## config.mk

```make
export PLATFORM = sky130hd
export DESIGN_NAME = serial_add_ctrl_flat
export DESIGN_NICKNAME = d
export VERILOG_FILES = /design/src/rtl/serial_add_ctrl_if.sv /design/src/rtl/serial_add_ctrl.sv /design/src/flat_wrapper.sv
export SDC_FILE = /design/constraint.sdc
export NUM_CORES = 1
export LEC_CHECK = 0
export CAP_MARGIN = 40
export CORE_MARGIN = 1.5
export CORE_UTILIZATION = 52
export DETAILED_ROUTE_END_ITERATION = 8
export GPL_TIMING_DRIVEN = 0
export PLACE_DENSITY = 0.79
export SYNTH_ARGS = -nofsm -noshare
export SYNTH_HDL_FRONTEND = slang
export SYNTH_SLANG_ARGS = --single-unit
```

## constraint.sdc

```tcl
create_clock -name clk -period 3.15 [get_ports clk]
set_input_delay 0.945 -clock clk [delete_from_list [all_inputs] [get_ports clk]]
set_output_delay 0.945 -clock clk [all_outputs]
set_load 0.02 [all_outputs]
```

## src/rtl/serial_add_ctrl_if.sv

```systemverilog
// rtl/serial_add_ctrl_if.sv - requester-side bundle of serial_add_ctrl (start/operands/result); sub exists only with SERIAL_ADD_SUB_EN
interface serial_add_ctrl_if #(
  parameter int WIDTH = 8
);
  logic             start;
  logic [WIDTH-1:0] op_a;
  logic [WIDTH-1:0] op_b;
`ifdef SERIAL_ADD_SUB_EN
  logic             sub;
`endif
  logic             busy;
  logic             done;
  logic [WIDTH-1:0] result;
  logic             cout;

  modport master (
`ifdef SERIAL_ADD_SUB_EN
    output sub,
`endif
    output start, op_a, op_b,
    input  busy, done, result, cout
  );

  modport slave (
`ifdef SERIAL_ADD_SUB_EN
    input  sub,
`endif
    input  start, op_a, op_b,
    output busy, done, result, cout
  );
endinterface

```

## src/rtl/serial_add_ctrl.sv

```systemverilog
// rtl/serial_add_ctrl.sv - bit-serial add sequencer over one external full adder; SERIAL_ADD_SUB_EN adds subtract
module serial_add_ctrl #(
  parameter int WIDTH = 8
) (
  input  logic                clk,
  input  logic                rst_n,
  serial_add_ctrl_if.slave    bus,
  output logic                fa_a,
  output logic                fa_b,
  output logic                fa_cin,
  input  logic                fa_sum,
  input  logic                fa_cout
);
  localparam int CNT_W = $clog2(WIDTH + 1);

  typedef enum logic [1:0] {
    IDLE = 2'd0,
    RUN  = 2'd1,
    DONE = 2'd2
  } state_t;

  state_t           state_q;
  logic [WIDTH-1:0] a_sh_q;
  logic [WIDTH-1:0] b_sh_q;
  logic [WIDTH-1:0] r_sh_q;
  logic             carry_q;
  logic [CNT_W-1:0] cnt_q;
  logic             busy_q;
  logic             done_q;
  logic [WIDTH-1:0] result_q;
  logic             cout_q;
  logic             sub_q;
  logic [WIDTH-1:0] r_next;

  // Result register after this bit's sum is shifted in from the top
  assign r_next = {fa_sum, r_sh_q[WIDTH-1:1]};

  // Adder inputs only toggle while bits are being processed
  always_comb begin
    fa_a   = 1'b0;
    fa_b   = 1'b0;
    fa_cin = 1'b0;
    if (state_q == RUN) begin
      fa_a   = a_sh_q[0];
      fa_b   = b_sh_q[0] ^ sub_q;
      fa_cin = carry_q;
    end
  end

  assign bus.busy   = busy_q;
  assign bus.done   = done_q;
  assign bus.result = result_q;
  assign bus.cout   = cout_q;

  // Sequencer: accept, shift one bit per cycle, publish result, pulse done
  always_ff @(posedge clk or negedge rst_n) begin
    if (!rst_n) begin
      state_q  <= IDLE;
      a_sh_q   <= '0;
      b_sh_q   <= '0;
      r_sh_q   <= '0;
      carry_q  <= 1'b0;
      cnt_q    <= '0;
      busy_q   <= 1'b0;
      done_q   <= 1'b0;
      result_q <= '0;
      cout_q   <= 1'b0;
      sub_q    <= 1'b0;
    end else begin
      case (state_q)
        IDLE: begin
          if (bus.start) begin
            a_sh_q  <= bus.op_a;
            b_sh_q  <= bus.op_b;
            cnt_q   <= '0;
`ifdef SERIAL_ADD_SUB_EN
            // Two's complement subtract: invert b bits and seed carry with 1
            sub_q   <= bus.sub;
            carry_q <= bus.sub;
`else
            sub_q   <= 1'b0;
            carry_q <= 1'b0;
`endif
            busy_q  <= 1'b1;
            state_q <= RUN;
          end
        end
        RUN: begin
          a_sh_q  <= a_sh_q >> 1;
          b_sh_q  <= b_sh_q >> 1;
          r_sh_q  <= r_next;
          carry_q <= fa_cout;
          cnt_q   <= cnt_q + 1'b1;
          if (cnt_q == CNT_W'(WIDTH - 1)) begin
            result_q <= r_next;
            cout_q   <= fa_cout;
            done_q   <= 1'b1;
            state_q  <= DONE;
          end
        end
        DONE: begin
          done_q  <= 1'b0;
          busy_q  <= 1'b0;
          state_q <= IDLE;
        end
        default: begin
          done_q  <= 1'b0;
          busy_q  <= 1'b0;
          state_q <= IDLE;
        end
      endcase
    end
  end
endmodule

```

## src/flat_wrapper.sv

```systemverilog
// flat-port wrapper written by rule: the top's interface ports become plain ports
module serial_add_ctrl_flat 
#(
  parameter int WIDTH = 8
)
  (clk, rst_n, fa_a, fa_b, fa_cin, fa_sum, fa_cout, bus_start, bus_op_a, bus_op_b, bus_busy, bus_done, bus_result, bus_cout);
  serial_add_ctrl_if #(.WIDTH(WIDTH)) bus_i ();
  input  logic clk;
  input  logic rst_n;
  output logic fa_a;
  output logic fa_b;
  output logic fa_cin;
  input  logic fa_sum;
  input  logic fa_cout;
  input wire logic [$bits(bus_i.start)-1:0] bus_start;
  input wire logic [$bits(bus_i.op_a)-1:0] bus_op_a;
  input wire logic [$bits(bus_i.op_b)-1:0] bus_op_b;
  output wire logic [$bits(bus_i.busy)-1:0] bus_busy;
  output wire logic [$bits(bus_i.done)-1:0] bus_done;
  output wire logic [$bits(bus_i.result)-1:0] bus_result;
  output wire logic [$bits(bus_i.cout)-1:0] bus_cout;
  assign bus_i.start = bus_start;
  assign bus_i.op_a = bus_op_a;
  assign bus_i.op_b = bus_op_b;
  assign bus_busy = bus_i.busy;
  assign bus_done = bus_i.done;
  assign bus_result = bus_i.result;
  assign bus_cout = bus_i.cout;
  serial_add_ctrl #(.WIDTH(WIDTH)) u_core (.clk(clk), .rst_n(rst_n), .bus(bus_i), .fa_a(fa_a), .fa_b(fa_b), .fa_cin(fa_cin), .fa_sum(fa_sum), .fa_cout(fa_cout));
endmodule
```

==> flow_summary.ini <==
[outcome]
status = completed

[clock_tree]
clk_pin_slew_ns = 0.11
cts_num_sinks = 41
hold_buffers = 0
cts_max_level = 2
cts_root_buf = clkbuf_4
clk_latency_ns = 0.35
cts_tree = yes
numCtsBuffers = 5
clk_path_buf_depth = 2

[drt]
ant_nets = 0
vias = 1323
first_iter_violations = 45
first_pass_iters = 4
wirelength_um = 3450
via_per_inst = 5.44
wl_per_cell_um = 14.2
drc = 0

[final_layout]
final_area_um2 = 2230
drive_gt1_frac = 0.151
antenna_cells = 0
nets = 220
area_delta_synth_final_pct = 29.3
utilization = 0.718

[die]
coreArea_um2 = 3100
rows = 20
die_x_um = 60.6
io_pins = 35
start_util = 0.555
die_h_um = 60.6
dieArea_um2 = 3670

[pwr]
power_density_nw_per_um2 = 969
leakagePower_nw = 1.04
p_switching_uw = 808
vdd_drop_max_mv = 0.405
intPower_mw = 1.35
pwr-share-seq = 0.415
switching_share = 0.374
p_comb_frac = 0.447
pwr-share-clk = 0.137

[place]
place_area_um2 = 2140
hpwl_um = 2510
gp_congestion = 0.797
portBuffers = 34

[critical_path]
path_cells = buf_2, nor2b_4, clkbuf_4, and2_1, dlymetal6s2s_1
cp.required_ns = 2.20
max_stage_delay_ns = 0.41
startpoint_type = register
cp.arrival_ns = 1.72
crit_path_end_kind = primary output
critPathMaxFanout = 10
worstSetupPathType = reg -> out
slowest_stage = dfrtp_1

[timing]
max_freq_mhz = 375
rsz0062_at_grt = no
tns_ns = 0
hold_viol = 0
holdWs_ns = 0.494
post-route-min-period_ns = 2.67
drv_slew = 0
min_period_over_period = 0.847
clock_skew_ns = 0.0110
worst_pin_slew_ns = 0.500
setup_viol = 0
max_slew_margin = 0.667

[logic_synthesis]
synthAdderAreaFrac = 0.00726
synthCells = 156
syn_area_um2 = 1720
synth_top_family_by_area = compound AO/OA/AOI/OAI gates
yosysWarningCount = 0
synth.distinct_cells = 22
synth-simple-area-share = 0.137
syn_nets = 178
muxShareOfSynthArea = 0.0654
synth-compound-area-share = 0.156
yosysSeqAreaShare = 0.595
synth.avg_cell_area_um2 = 11.0
synth_seq_cells = 41
synth_xor_area_frac = 0

[grt]
grtUsageMet1 = 0.266
first_global_vias = 1295
antenna_found_initial = 0
gr-max-usage-layer = met2
grt_first_pass_wirelength_um = 5820
overflow = 0
met3_usage = 0.0661
use_met2 = 0.369
grt_use_total = 0.220
grt_max_degree = 22

[job]
maxCapViolations = 0

[min_path]
hp-class = reg -> reg
## flip-flops by register name, indices dropped and copies added (netlist names)
register / cells
u_core.state_q: 2
u_core.bus.done: 1
u_core.carry_q: 1
u_core.bus.result: 8
u_core.bus.cout: 1
u_core.a_sh_q: 8
u_core.b_sh_q: 8
u_core.cnt_q: 4
u_core.bus.busy: 1
u_core.r_sh_q: 7
## cell usage in the layout (no fill, tap or decap), types with 3 or more instances in the layout
cell and count:
dfrtp_1 41, nand2_1 35, clkdlybuf4s50_1 30, a22oi_1 15
o21ai_0 15, mux2_2 10, clkbuf_4 6, buf_2 5
nor2b_1 5, a22o_1 5, and2_1 4, nor2_1 4
a21oi_1 3, dlymetal6s2s_1 3
## layer usage
layer  vias up  wire, um
li1        622         -
met1       649      1470
met2        43      1700
met3         9       214
met4         0        63
met5         -         0
## Yosys cell counts
cell type  instances  share of area
dfrtp_1           41           0.60
nand2_1           35          0.076
a22oi_1           15          0.065
o21ai_0           15          0.044
mux2_2            10          0.065
nor2b_1            6          0.022
a22o_1             5          0.025
buf_2              5          0.015
and2_1             4          0.015
nor2_1             4         0.0087
a21oi_1            3         0.0087
buf_6              2          0.013
clkbuf_1           2         0.0044
a21o_1             1         0.0044
buf_4              1         0.0044
ha_1               1         0.0073
inv_1              1         0.0022
nand2b_1           1         0.0036
nand3_1            1         0.0029
nor3_4             1         0.0094
o21bai_1           1         0.0044
o31ai_1            1         0.0044
## area by class of cell
cell class,instances,area (um^2)
inverters,1,3.75
multi-input cells,104,638
well taps,44,55.1
fillers,251,875
clock inverters,1,5.00
repair buffers,35,370
flip-flops and latches,41,1030
clock buffers,7,65.1
plain buffers,10,65.1
## repair_timing
| action | CTS | global route |
|---|---|---|
| pin swaps | 0 | 0 |
| setup buffers | 0 | 0 |
| gates resized for setup | 1 | 5 |
| setup endpoints to repair | 3 | 3 |
## cells by family (layout without fill, tap and decap cells)
| kind of cell | count (synthesis) | count (layout) |
|---|---|---|
| buf+inv | 11 | 54 |
| simple gates | 52 | 52 |
| flops | 41 | 41 |
| mux | 10 | 10 |
| fa+ha+maj | 1 | 1 |
| compound gates | 41 | 41 |
## critical path: cells and delay by family (launching register included)
kind / cells / cell delay [ns]
buffers and inverters: 3 / 0.64
flip-flops: 1 / 0.41
AND/OR/NAND/NOR: 2 / 0.33
## through the flow
| stage | total power, mW | cells | setup WS (ns) |
|---|---|---|---|
| floorplan | 1.50 | 156 | 1.00 |
| global placement | 1.82 | 234 | 0.219 |
| detailed placement | 1.87 | 235 | 0.303 |
| CTS | 2.17 | 243 | 0.0159 |
| global route | 2.32 | 243 | 0.370 |
| finish | 2.16 | 243 | 0.482 |
## path summary, 6_finish.rpt
kind                              startpoint  slack [ns]  cells past startpoint                   end
min in group asynchronous              rst_n        0.54                      1      u_core.r_sh_q[2]
hold / removal              u_core.r_sh_q[1]        0.49                      2      u_core.r_sh_q[1]
hold reg to reg             u_core.r_sh_q[1]        0.49                      2      u_core.r_sh_q[1]
setup / recovery           u_core.state_q[1]        0.48                      5                  fa_a
max in group asynchronous              rst_n        2.14                      2      u_core.b_sh_q[3]
setup reg to reg           u_core.state_q[1]        1.63                      5  u_core.bus.result[0]
## power by group through the flow
stage / combinational, mW / sequential (mW) / clock [mW]
floorplan: 0.544 / 0.958 / 0
global placement: 0.927 / 0.891 / 0
detailed placement: 0.963 / 0.908 / 0
CTS: 0.970 / 0.896 / 0.300
global route: 1.07 / 0.922 / 0.326
finish: 0.966 / 0.897 / 0.297
Power figures use the tool's default switching activity.
